**config.mk**
```make
export PLATFORM = sky130hd
export DESIGN_NAME = mem_arbiter
export DESIGN_NICKNAME = d
export VERILOG_FILES = /design/src/rtl/mem_arb_pkg.sv /design/src/rtl/mem_arb_timer.sv /design/src/rtl/mem_arbiter.sv
export SDC_FILE = /design/constraint.sdc
export NUM_CORES = 1
export LEC_CHECK = 0
export CORE_AREA = 2 2 127 129
export DETAILED_ROUTE_END_ITERATION = 16
export DIE_AREA = 0 0 129 131
export PLACE_DENSITY = 0.81
export SLEW_MARGIN = 20
export SYNTH_ARGS = -nofsm -noshare
export SYNTH_HDL_FRONTEND = slang
export SYNTH_SLANG_ARGS = --single-unit
export TNS_END_PERCENT = 1
```
**constraint.sdc**
```tcl
create_clock -name clk -period 11.1 [get_ports clk]
set_input_delay 2.22 -clock clk [delete_from_list [all_inputs] [get_ports clk]]
set_output_delay 2.22 -clock clk [all_outputs]
set_load 0.01 [all_outputs]
```
**src/rtl/mem_arb_pkg.sv**
```systemverilog
// Shared types and defaults for the unified-memory arbiter.
// Optional feature macro used by the top: MEM_ARB_PERF_EN (stall-cycle counters).
package mem_arb_pkg;

  typedef enum logic [1:0] {
    IDLE,
    BUSY,
    DONE
  } state_e;

  typedef enum logic {
    OWN_I,
    OWN_D
  } owner_e;

  localparam int ADDR_W_DEF  = 32;
  localparam int DATA_W_DEF  = 32;
  localparam int MEM_LAT_DEF = 2;
  localparam int PERF_W      = 32;

  // Latency counter must hold MEM_LAT-1; keep at least one bit.
  function automatic int cnt_width(input int lat);
    return (lat < 2) ? 1 : $clog2(lat + 1);
  endfunction

endpackage

```
**src/rtl/mem_arb_timer.sv**
```systemverilog
// Loadable down-counter that flags when the memory latency window has elapsed.
module mem_arb_timer #(
  parameter int W = 2
) (
  input  logic         clk_i,
  input  logic         rst_i,
  input  logic         load_i,
  input  logic [W-1:0] load_val_i,
  output logic         done_o
);

  logic [W-1:0] cnt_q, cnt_d;

  // Saturates at zero so done stays asserted while idle.
  always_comb begin
    cnt_d = cnt_q;
    if (load_i) begin
      cnt_d = load_val_i;
    end else if (cnt_q != '0) begin
      cnt_d = cnt_q - 1'b1;
    end
  end

  always_ff @(posedge clk_i or posedge rst_i) begin
    if (rst_i) begin
      cnt_q <= '0;
    end else begin
      cnt_q <= cnt_d;
    end
  end

  assign done_o = (cnt_q == '0);

endmodule

```
**src/rtl/mem_arbiter.sv**
```systemverilog
// Arbitrates the fetch and data ports onto one single-ported multi-cycle memory.
// Define MEM_ARB_PERF_EN to build the per-port stall-cycle counters.
module mem_arbiter
  import mem_arb_pkg::*;
#(
  parameter int ADDR_W  = ADDR_W_DEF,
  parameter int DATA_W  = DATA_W_DEF,
  parameter int MEM_LAT = MEM_LAT_DEF
) (
  input  logic              clk,
  input  logic              rst,
  input  logic              ireq,
  input  logic [ADDR_W-1:0] iaddr,
  output logic [DATA_W-1:0] irdata,
  output logic              iready,
  output logic              istall,
  input  logic              dreq,
  input  logic              dwe,
  input  logic [ADDR_W-1:0] daddr,
  input  logic [DATA_W-1:0] dwdata,
  output logic [DATA_W-1:0] drdata,
  output logic              dready,
  output logic              dstall,
  output logic              mem_en,
  output logic              mem_we,
  output logic [ADDR_W-1:0] mem_addr,
  output logic [DATA_W-1:0] mem_wdata,
  input  logic [DATA_W-1:0] mem_rdata,
  output logic [PERF_W-1:0] perf_istall,
  output logic [PERF_W-1:0] perf_dstall
);

  localparam int              CNT_W    = cnt_width(MEM_LAT);
  localparam logic [CNT_W-1:0] LAT_LOAD = CNT_W'(MEM_LAT - 1);

  state_e            state_q, state_d;
  owner_e            owner_q, owner_d;
  owner_e            lg_q, lg_d;
  logic              we_q, we_d;
  logic              mem_en_q, mem_en_d;
  logic              mem_we_q, mem_we_d;
  logic [ADDR_W-1:0] mem_addr_q, mem_addr_d;
  logic [DATA_W-1:0] mem_wdata_q, mem_wdata_d;
  logic [DATA_W-1:0] irdata_q, irdata_d;
  logic [DATA_W-1:0] drdata_q, drdata_d;
  logic              iready_q, iready_d;
  logic              dready_q, dready_d;
  logic              grant;
  logic              timer_done;

  mem_arb_timer #(
    .W(CNT_W)
  ) u_timer (
    .clk_i      (clk),
    .rst_i      (rst),
    .load_i     (grant),
    .load_val_i (LAT_LOAD),
    .done_o     (timer_done)
  );

  // Under contention D wins unless it won last time, giving strict alternation.
  always_comb begin
    state_d     = state_q;
    owner_d     = owner_q;
    lg_d        = lg_q;
    we_d        = we_q;
    mem_en_d    = 1'b0;
    mem_we_d    = 1'b0;
    mem_addr_d  = mem_addr_q;
    mem_wdata_d = mem_wdata_q;
    irdata_d    = irdata_q;
    drdata_d    = drdata_q;
    iready_d    = 1'b0;
    dready_d    = 1'b0;
    grant       = 1'b0;
    case (state_q)
      IDLE: begin
        if (dreq && (!ireq || lg_q != OWN_D)) begin
          grant       = 1'b1;
          owner_d     = OWN_D;
          lg_d        = OWN_D;
          we_d        = dwe;
          mem_en_d    = 1'b1;
          mem_we_d    = dwe;
          mem_addr_d  = daddr;
          mem_wdata_d = dwdata;
          state_d     = BUSY;
        end else if (ireq) begin
          grant       = 1'b1;
          owner_d     = OWN_I;
          lg_d        = OWN_I;
          we_d        = 1'b0;
          mem_en_d    = 1'b1;
          mem_addr_d  = iaddr;
          state_d     = BUSY;
        end
      end
      BUSY: begin
        if (timer_done) begin
          state_d = DONE;
          if (owner_q == OWN_D) begin
            dready_d = 1'b1;
            if (!we_q) begin
              drdata_d = mem_rdata;
            end
          end else begin
            iready_d = 1'b1;
            irdata_d = mem_rdata;
          end
        end
      end
      DONE: begin
        state_d = IDLE;
      end
      default: begin
        state_d = IDLE;
      end
    endcase
  end

  always_ff @(posedge clk or posedge rst) begin
    if (rst) begin
      state_q     <= IDLE;
      owner_q     <= OWN_I;
      lg_q        <= OWN_I;
      we_q        <= 1'b0;
      mem_en_q    <= 1'b0;
      mem_we_q    <= 1'b0;
      mem_addr_q  <= '0;
      mem_wdata_q <= '0;
      irdata_q    <= '0;
      drdata_q    <= '0;
      iready_q    <= 1'b0;
      dready_q    <= 1'b0;
    end else begin
      state_q     <= state_d;
      owner_q     <= owner_d;
      lg_q        <= lg_d;
      we_q        <= we_d;
      mem_en_q    <= mem_en_d;
      mem_we_q    <= mem_we_d;
      mem_addr_q  <= mem_addr_d;
      mem_wdata_q <= mem_wdata_d;
      irdata_q    <= irdata_d;
      drdata_q    <= drdata_d;
      iready_q    <= iready_d;
      dready_q    <= dready_d;
    end
  end

  assign mem_en    = mem_en_q;
  assign mem_we    = mem_we_q;
  assign mem_addr  = mem_addr_q;
  assign mem_wdata = mem_wdata_q;
  assign irdata    = irdata_q;
  assign drdata    = drdata_q;
  assign iready    = iready_q;
  assign dready    = dready_q;
  assign istall    = ireq & ~iready_q;
  assign dstall    = dreq & ~dready_q;

`ifdef MEM_ARB_PERF_EN
  logic [PERF_W-1:0] perf_i_q, perf_i_d;
  logic [PERF_W-1:0] perf_d_q, perf_d_d;

  assign perf_i_d = perf_i_q + PERF_W'(istall);
  assign perf_d_d = perf_d_q + PERF_W'(dstall);

  always_ff @(posedge clk or posedge rst) begin
    if (rst) begin
      perf_i_q <= '0;
      perf_d_q <= '0;
    end else begin
      perf_i_q <= perf_i_d;
      perf_d_q <= perf_d_d;
    end
  end

  assign perf_istall = perf_i_q;
  assign perf_dstall = perf_d_q;
`else
  assign perf_istall = '0;
  assign perf_dstall = '0;
`endif

endmodule

```
==> results.yml <==
outcome:
  outcome: "finished, final reports clean"
finish:
  final_area_um2: 9276
  finalNetCount: 808
  fin_util: 0.5947
  syn_to_final_growth_pct: 52.65
  antenna_cells: 0
  register_area_um2: 3453
  multi_input_area_um2: 2211
  drive_gt1_frac: 0.2824
  nFillCells: 1231
pwr:
  p_switching_uw: 785.4
  clkPwrFrac: 0.227
  p_int_mw: 1.872
  powerDensity_nw_per_um2: 286.4
  p_leak_nw: 3.921
  p_sw_frac: 0.2956
  peakVddDrop_mv: 0.1630
  seqPwrFrac: 0.338
  p_comb_frac: 0.434
floorplanning:
  die-width_um: 129
  die_area_um2: 16900
  start_util: 0.3896
  coreArea_um2: 15600
  die_y_um: 131
  io_pins: 331
  rows: 46
sta:
  hold_ws_ps: 490.1
  tightest_slew_ps: 1061
  max_freq_mhz: 176.7
  tns_ps: 0
  min_period_ps: 5660
  grt_setup_unrepaired: "no"
  clock_skew_ps: 4.979
  worst_slack_ps: 5440
  post-route-period-util: 0.5099
  hold_viol: 0
  slew_viol_final: 0
  slew_headroom: 0.2913
  setup_viol: 0
route:
  post_drt_wl_per_cell_um: 16.27
  ant_nets: 0
  via_per_inst: 4.374
  dr.pass1.iters: 5
  dr_total_vias: 3950
  drc_errors: 0
  wl_mm: 14.69
  drt_iter0_markers: 104
global_routing:
  grt_pass1_vias: 4189
  groute.usage.overall: 0.1697
  antenna_found_initial: 0
  grt_pass1_wl_mm: 21.85
  grt_max_degree: 71
  overflow: 0
logic_synthesis:
  avgSynthCellArea_um2: 14.97
  syn_area_um2: 6077
  ys_ff_latch: 138
  synthCells: 406
  synth.distinct_cells: 27
  seq_area_frac_synth: 0.5683
  ys_warn_count: 0
critical_path:
  cp_slowest_cell: "clkdlybuf4s50_1"
  crit_top_cell: "clkdlybuf4s50_1"
  cp.arrival_ps: 3440
  startpoint_type: "input port"
  endpoint_kind: "output port"
  path_class: "input port to output port"
  required_ps: 8880
  critPathMaxStageDelay_ps: 540
  crit_chain: "clkdlybuf4s50_1, nor2b_1, clkdlybuf4s50_1"
  worstPathMaxFanout: 3
  rrSetupSlack_ps: 8710
clock_network:
  clkSinkCount: 138
  clk_latency_ps: 410
  cts_hold_buf: 0
  root_buffer: "clkbuf_16"
  cts_buffers: 17
  cts_tree: "built"
  path_clk_slew_ps: 60
  cts.repair.resized: 0
  postCtsSetupRepairBufs: 0
  clock_path_buffers: 2
  htreeDepth: 4
min_path:
  min_path_type: "register to register"
place:
  hpwlAfterDp_mm: 11.06
  io_buffers: 266
  place_area_um2: 8632
  gp_congestion: 0.7742
  dp_slack_ps: 5439
run:
  maxCapViolCount: 0
## through the flow
stage,total power [mW],std cells
2_1_floorplan,1.453,469
3_3_place_gp,2.027,871
3_5_place_dp,2.080,871
4_1_cts,2.700,903
5_1_grt,2.813,903
6_report,2.657,903
## power by group through the flow
| stage | sequential (mW) | combinational, mW | clock [mW] |
|---|---|---|---|
| final | 0.899 | 1.15 | 0.604 |
| after global routing | 0.933 | 1.23 | 0.647 |
| after CTS | 0.903 | 1.18 | 0.621 |
| after detailed placement | 0.908 | 1.17 | 0 |
| after global placement | 0.888 | 1.14 | 0 |
| after floorplan | 1.00 | 0.449 | 0 |
## flip-flops by register name (all words and copies together) (netlist names)
signal and count:
state_q 2, dready 1, irdata 32, mem_addr 32, mem_wdata 32, u_timer.cnt_q 2, lg_q 1, mem_en 1
mem_we 1, iready 1, we_q 1, drdata 32
## cell type report
cell class	count	area share
repair buffers	268	0.2886
clock buffers	19	0.04883
clock inverters	13	0.02064
inverters	4	0.002158
multi-input cells	245	0.2383
flip-flops and latches	138	0.3723
well taps	216	0.02913
## routing by layer
metal | routed length (um) | track usage
met2 | 7732 | 0.2979
met3 | 1459 | 0.07370
met4 | 206 | 0.06841
met5 | 0 | 0
met1 | 5294 | 0.1802
## worst max-delay path, delay by kind of cell
family        cells  cell delay, ps
buf+inv           2            1070
simple gates      1             150
## cell families (layout without fill, tap and decap cells)
kind of cell,count (synthesis),count (layout),share of synthesized area
fa+ha+maj,1,1,0.002059
flops,138,138,0.5683
xor+xnor,1,1,0.001441
mux,160,160,0.2965
compound gates,6,6,0.007411
other cells,1,64,0.0006171
simple gates,13,13,0.01441
buf+inv,86,304,0.1093
## placed cells by master, fill, tap and decap left out
cell type / count
clkinvlp_4: 3
buf_4: 2
clkinv_2: 1
a21bo_2: 1
inv_2: 1
a21o_1: 1
and2_1: 1
mux2_1: 7
clkbuf_8: 2
nand2_1: 1
nor3_4: 1
xor2_1: 1
nor2b_4: 2
o21ai_0: 1
bufinv_16: 4
nand2b_1: 1
nor2b_1: 2
clkinv_4: 3
and4b_1: 1
o21ai_2: 1
a21oi_1: 1
clkbuf_16: 17
inv_1: 2
nor2_1: 3
a22o_1: 1
clkdlybuf4s50_1: 266
inv_6: 3
mux2_2: 153
conb_1: 64
dfrtp_1: 138
and3b_1: 1
ha_1: 1
## synthesized netlist by cell type (all sizes together)
library cell,number,area [um^2]
a21oi,1,5.000
nor2,3,11.26
clkinv,1,3.750
and2,1,6.260
dfrtp,138,3453
clkbuf,3,32.53
nor3,1,16.27
and4b,1,10.01
xor2,1,8.760
inv,3,11.26
conb,1,3.750
nor2b,4,25.02
a21o,1,7.510
buf,79,616.9
ha,1,12.51
and3b,1,8.760
a21bo,1,10.01
nand2b,1,6.260
mux2,160,1802
nand2,1,3.750
o21ai,2,13.76
a22o,1,8.760
## worst paths after layout
| check | startpoint | cells after the start | to |
|---|---|---|---|
| worst min-delay path | irdata[27] | 1 | irdata[27] |
| worst min register to register | irdata[27] | 1 | irdata[27] |
| worst max-delay path | ireq | 3 | istall |
| max in group asynchronous | rst | 3 | mem_addr[2] |
| min in group asynchronous | rst | 2 | mem_addr[17] |
| worst max register to register | u_timer.cnt_q[0] | 5 | drdata[23] |
Note: power is estimated with default switching activity, not from simulation.
